===== src/rtl/lsu_pkg.sv =====
// rtl/lsu_pkg.sv - store path types, size masks and size/alignment helpers
package lsu_pkg;

    typedef enum logic [2:0] {
        IDLE,
        REQ1,
        WAIT1,
        REQ2,
        WAIT2,
        DONE
    } st_state_e;

    typedef enum logic [1:0] {
        SZ_B,
        SZ_H,
        SZ_W
    } st_size_e;

    localparam logic [3:0] BE_B = 4'b0001;
    localparam logic [3:0] BE_H = 4'b0011;
    localparam logic [3:0] BE_W = 4'b1111;

    // SB wins over SH; neither selected means a full word.
    function automatic st_size_e decode_size(input logic sb, input logic sh);
        if (sb) begin
            return SZ_B;
        end else if (sh) begin
            return SZ_H;
        end
        return SZ_W;
    endfunction

    // Byte stores can never be misaligned.
    function automatic logic is_misaligned(input st_size_e size, input logic [1:0] off);
        return ((size == SZ_H) && off[0]) || ((size == SZ_W) && (off != 2'b00));
    endfunction

endpackage


===== src/rtl/store_lane_align.sv =====
// rtl/store_lane_align.sv - byte-lane alignment of store data and enables over two words
module store_lane_align
    import lsu_pkg::*;
(
    input  logic [1:0]  off_i,
    input  st_size_e    size_i,
    input  logic [31:0] data_i,
    output logic [7:0]  be8_o,
    output logic [63:0] d64_o
);

    logic [3:0] mask;

    // Shift the size mask and data up by the byte offset into a two-word window.
    always_comb begin
        mask = BE_W;
        case (size_i)
            SZ_B:    mask = BE_B;
            SZ_H:    mask = BE_H;
            default: mask = BE_W;
        endcase
        be8_o = {4'b0000, mask} << off_i;
        d64_o = {32'h0, data_i} << {off_i, 3'b000};
    end

endmodule


===== src/rtl/store_unit.sv =====
// rtl/store_unit.sv - store request to data-memory req/gnt/ack bus; STORE_MISALIGN_SPLIT_EN enables two-beat misaligned stores
module store_unit
    import lsu_pkg::*;
#(
    parameter int Width = 32
) (
    input  logic             clk_i,
    input  logic             rst_i,
    input  logic             st_valid_i,
    output logic             st_ready_o,
    input  logic [Width-1:0] st_addr_i,
    input  logic [Width-1:0] st_data_i,
    input  logic             SB,
    input  logic             SH,
    output logic             st_done_o,
    output logic             st_err_o,
    output logic             mem_req_o,
    input  logic             mem_gnt_i,
    output logic             mem_we_o,
    output logic [Width-1:0] mem_addr_o,
    output logic [Width-1:0] mem_wdata_o,
    output logic [3:0]       mem_be_o,
    input  logic             mem_rvalid_i
);

    st_state_e        state_q;
    logic             mem_req_q;
    logic [Width-1:0] mem_addr_q;
    logic [Width-1:0] mem_wdata_q;
    logic [3:0]       mem_be_q;
    logic             done_q;
    logic             err_q;

    st_size_e         size;
    logic [7:0]       be8;
    logic [63:0]      d64;
    logic             reject;

    assign size = decode_size(SB, SH);

    // Aligned on the request as it is accepted, so beat 1 is on the bus the cycle after accept.
    store_lane_align u_align (
        .off_i  (st_addr_i[1:0]),
        .size_i (size),
        .data_i (st_data_i),
        .be8_o  (be8),
        .d64_o  (d64)
    );

`ifdef STORE_MISALIGN_SPLIT_EN
    logic             need_hi_q;
    logic [3:0]       hi_be_q;
    logic [Width-1:0] hi_wdata_q;

    assign reject = 1'b0;
`else
    logic unused_hi;

    assign unused_hi = ^{be8[7:4], d64[63:32]};
    assign reject    = is_misaligned(size, st_addr_i[1:0]);
`endif

    // Store FSM with registered bus and completion outputs.
    always_ff @(posedge clk_i) begin
        if (rst_i) begin
            state_q     <= IDLE;
            mem_req_q   <= 1'b0;
            mem_addr_q  <= '0;
            mem_wdata_q <= '0;
            mem_be_q    <= 4'b0000;
            done_q      <= 1'b0;
            err_q       <= 1'b0;
`ifdef STORE_MISALIGN_SPLIT_EN
            need_hi_q   <= 1'b0;
            hi_be_q     <= 4'b0000;
            hi_wdata_q  <= '0;
`endif
        end else begin
            case (state_q)
                IDLE: begin
                    if (st_valid_i) begin
                        state_q <= REQ1;
                        err_q   <= reject;
                        // A rejected store leaves the bus outputs untouched.
                        if (!reject) begin
                            mem_req_q   <= 1'b1;
                            mem_addr_q  <= {st_addr_i[Width-1:2], 2'b00};
                            mem_be_q    <= be8[3:0];
                            mem_wdata_q <= d64[31:0];
                        end
`ifdef STORE_MISALIGN_SPLIT_EN
                        need_hi_q  <= |be8[7:4];
                        hi_be_q    <= be8[7:4];
                        hi_wdata_q <= d64[63:32];
`endif
                    end
                end
                REQ1: begin
                    if (!mem_req_q) begin
                        state_q <= DONE;
                        done_q  <= 1'b1;
                    end else if (mem_gnt_i) begin
                        state_q   <= WAIT1;
                        mem_req_q <= 1'b0;
                    end
                end
                WAIT1: begin
                    if (mem_rvalid_i) begin
`ifdef STORE_MISALIGN_SPLIT_EN
                        if (need_hi_q) begin
                            state_q     <= REQ2;
                            mem_req_q   <= 1'b1;
                            mem_addr_q  <= mem_addr_q + Width'(4);
                            mem_be_q    <= hi_be_q;
                            mem_wdata_q <= hi_wdata_q;
                        end else begin
                            state_q <= DONE;
                            done_q  <= 1'b1;
                        end
`else
                        state_q <= DONE;
                        done_q  <= 1'b1;
`endif
                    end
                end
`ifdef STORE_MISALIGN_SPLIT_EN
                REQ2: begin
                    if (mem_gnt_i) begin
                        state_q   <= WAIT2;
                        mem_req_q <= 1'b0;
                    end
                end
                WAIT2: begin
                    if (mem_rvalid_i) begin
                        state_q <= DONE;
                        done_q  <= 1'b1;
                    end
                end
`endif
                DONE: begin
                    state_q <= IDLE;
                    done_q  <= 1'b0;
                    err_q   <= 1'b0;
                end
                default: begin
                    state_q   <= IDLE;
                    mem_req_q <= 1'b0;
                    done_q    <= 1'b0;
                    err_q     <= 1'b0;
                end
            endcase
        end
    end

    assign st_ready_o  = (state_q == IDLE);
    assign st_done_o   = done_q;
    assign st_err_o    = err_q;
    assign mem_req_o   = mem_req_q;
    assign mem_we_o    = mem_req_q;
    assign mem_addr_o  = mem_addr_q;
    assign mem_wdata_o = mem_wdata_q;
    assign mem_be_o    = mem_be_q;

endmodule


===== config.mk =====
export PLATFORM = sky130hd
export DESIGN_NAME = store_unit
export DESIGN_NICKNAME = d
export VERILOG_FILES = /design/src/rtl/lsu_pkg.sv /design/src/rtl/store_lane_align.sv /design/src/rtl/store_unit.sv
export SDC_FILE = /design/constraint.sdc
export NUM_CORES = 1
export LEC_CHECK = 0
export BUFFER_PORTS_ARGS = -buffer_cell sky130_fd_sc_hd__buf_4
export CORE_MARGIN = 5
export CORE_UTILIZATION = 40
export CTS_CLUSTER_DIAMETER = 40
export DETAILED_ROUTE_END_ITERATION = 8
export GPL_TIMING_DRIVEN = 0
export PLACE_DENSITY = 0.69
export SLEW_MARGIN = 5
export SYNTH_ARGS = -nofsm -noshare
export SYNTH_HDL_FRONTEND = slang
export SYNTH_SLANG_ARGS = --single-unit

===== constraint.sdc =====
create_clock -name clk_i -period 4.8 [get_ports clk_i]
set_clock_uncertainty 0.2 [all_clocks]
set_input_delay 0.96 -clock clk_i [delete_from_list [all_inputs] [get_ports clk_i]]
set_output_delay 0.96 -clock clk_i [all_outputs]
set_load 0.1 [all_outputs]

==> qor.yml <==
timing.critical_path.arrival_ns: 1.24
cp-end-kind: "primary output"
synthCells: 399
ys.flop_type: "sky130_fd_sc_hd__dfxtp_1"
asyncSetResetFlopFracSynth_pct: 0
reg_clk_slew_reported_paths_ns: 0.07
grt_start_max_net_pins: 13
n_antenna_cell: 0
placed_area_mm2: 0.00454
die_width_um: 102
dp_hpwl_um: 8640
clk_path_buf_depth: 2
status: "finished clean"
grt.total_usage_pct: 21.8
place.gp.congestion: 0.866
achievable-frequency_mhz: 417
postSynthRegisterBits: 72
leakage_power_uw: 0.00196
tritoncts.num_buffers: 9
pwr_density_cell_mw_per_mm2: 367
floorplan.die_area_mm2: 0.0103
tns_ns: 0
share_of_layout_cells_above_drive_strength_1_pct: 33.9
finalHoldViolCount: 0
total_power_uw: 1730
cts_tree: "done"
maxCapViolations: 0
final_nets: 622
cts.root.buffer_cell: "sky130_fd_sc_hd__clkbuf_8"
postCtsSetupRepairBufs: 0
worst-slew-pin-transition_ns: 0.584
area.sequential_mm2: 0.00144
avgViaCountPerCell: 5.44
initial_utilization_pct: 41.0
drc: 0
htreeDepth: 3
setup-violations-final: 0
drtAntennaViolNets: 0
quantity_of_hold_fixing_buffers_added_after_cts: 0
drt_pass_1_iters: 4
ys_types: 38
synth-warning-count: 0
timing.slew.headroom_pct: 61.1
postLayoutCoreUtil_pct: 57.6
routed_wirelength_um: 11300
top_layer_used: "met4"
worstSetupPathType: "reg -> out"
initialDrtViolationCount: 164
multi_input_area_mm2: 0.00166
grt_first_pass_wirelength_um: 17700
finalCriticalPeriod_ns: 2.40
ys_seq_area_share_pct: 43.0
syn_to_final_growth_pct: 40.5
netlist_top_cells_area: "sky130_fd_sc_hd__dfxtp_1 43%, sky130_fd_sc_hd__a21oi_1 10%, sky130_fd_sc_hd__o21ai_0 8.5%"
cts_resized: 0
critical_path_peak_fanout: 8
insertion_delay_ns: 0.34
min-delay-path-class: "reg -> reg"
post-route-period-util_pct: 50.0
detailroute.wirelength.met2_um: 5650
synth_area_leader_cell: "sky130_fd_sc_hd__dfxtp_1"
fin_area_mm2: 0.00471
io_pins: 144
synth.avg_cell_area_um2: 8.40
met1_length_um: 4740
number_of_antenna_violations_at_the_first_check_in_global_routing: 0
grt-ovfl-total: 0
vdd.ir_drop.worst_mv: 0.187
vias_in_the_first_global_route: 3540
critical_path_required_ns: 3.64
route.met3.wl_um: 599
netlist_top_cells_count: "72 x sky130_fd_sc_hd__dfxtp_1, 69 x sky130_fd_sc_hd__a21oi_1, 57 x sky130_fd_sc_hd__o21ai_0"
hold-worst-slack_ns: 0.275
synthMostInstantiatedCell: "sky130_fd_sc_hd__dfxtp_1"
clkSinkCount: 72
rsz_0062_raised_after_global_routing: "no"
critical_path.startpoint_type: "flop"
routed_wire_length_per_instance_um: 17.1
mappedNetlistArea_mm2: 0.00335
synth_largest_type_area_fraction_pct: 43.0
chipHeight_um: 102
route.vias.total: 3589
num_rows: 33
slew_viol_final: 0
synth_edf_count: 0
fill_cells: 791
setup.reg_to_reg.worst_slack_ns: 2.85
port-buffer-count: 140
coreArea_mm2: 0.00818
logic make-up after synthesis:
kind of cell           synth area share (%)
and+or+nand+nor                        15.9
AOI/OAI and AO/OA                      26.0
muxes                                  7.47
buffers and inverters                  7.43
other                                 0.112
DFF                                    43.0
metal layers:
metal | track usage, % | up-vias
met3 | 4.06 | 25
met2 | 36.3 | 112
met5 | 0 | -
met4 | 8.49 | 0
met1 | 28.1 | 1697
li1 | - | 1755
cell type report:
| cell class | count | area share, % |
|---|---|---|
| Inverter | 2 | 0.159 |
| Multi-Input combinational cell | 278 | 35.3 |
| Tap cell | 105 | 2.79 |
| Clock buffer | 10 | 2.92 |
| Timing Repair Buffer | 140 | 22.3 |
| Sequential cell | 72 | 30.6 |
| Buffer | 48 | 5.13 |
| Clock inverter | 5 | 0.718 |
worst paths after layout:
path | cells past startpoint | to | start
hold / removal | 2 | mem_addr_o[19]$_SDFFE_PP0P_ | mem_addr_o[19]$_SDFFE_PP0P_
hold reg to reg | 2 | mem_addr_o[19]$_SDFFE_PP0P_ | mem_addr_o[19]$_SDFFE_PP0P_
setup / recovery | 3 | st_ready_o | state_q[2]$_SDFFE_PP0P_
setup reg to reg | 7 | mem_wdata_o[0]$_SDFFE_PP0P_ | state_q[2]$_SDFFE_PP0P_
worst max-delay path, stage by stage, from the launching register on:
cell and delay (ns):
sky130_fd_sc_hd__dfxtp_1 0.31, sky130_fd_sc_hd__buf_6 0.13, sky130_fd_sc_hd__nor3_4 0.14, sky130_fd_sc_hd__buf_4 0.32
power breakdown:
group / switching [uW] / internal, uW
Combinational: 471 / 166
Sequential: 23.0 / 638
Clock: 230 / 198
sequential cells by signal, indices dropped and copies added, names as in the netlist:
signal       flops
st_err_o         1
state_q          3
mem_be_o         4
mem_addr_o      30
mem_wdata_o     32
mem_req_o        1
st_done_o        1
per-stage QoR:
stage	worst slack, ns	std cells
2_1_floorplan	2.23	400
3_3_place_gp	2.13	645
3_5_place_dp	2.08	645
4_1_cts	2.38	660
5_1_grt	2.29	660
6_report	2.40	660
cell usage in the layout (no fill, tap or decap), drive strengths merged, types with 2 or more instances in the layout:
master,instances
a211oi,11
a21oi,69
buf,163
clkbuf,35
clkinv,3
clkinvlp,2
conb,2
dfxtp,72
inv,2
mux2,8
mux2i,16
nand2,12
nand2b,12
nand3,31
nand3b,3
nand4,8
nor2,13
nor2b,3
nor3,5
o2111ai,8
o21ai,57
or4,8
Note: power is estimated with default switching activity, not from simulation.
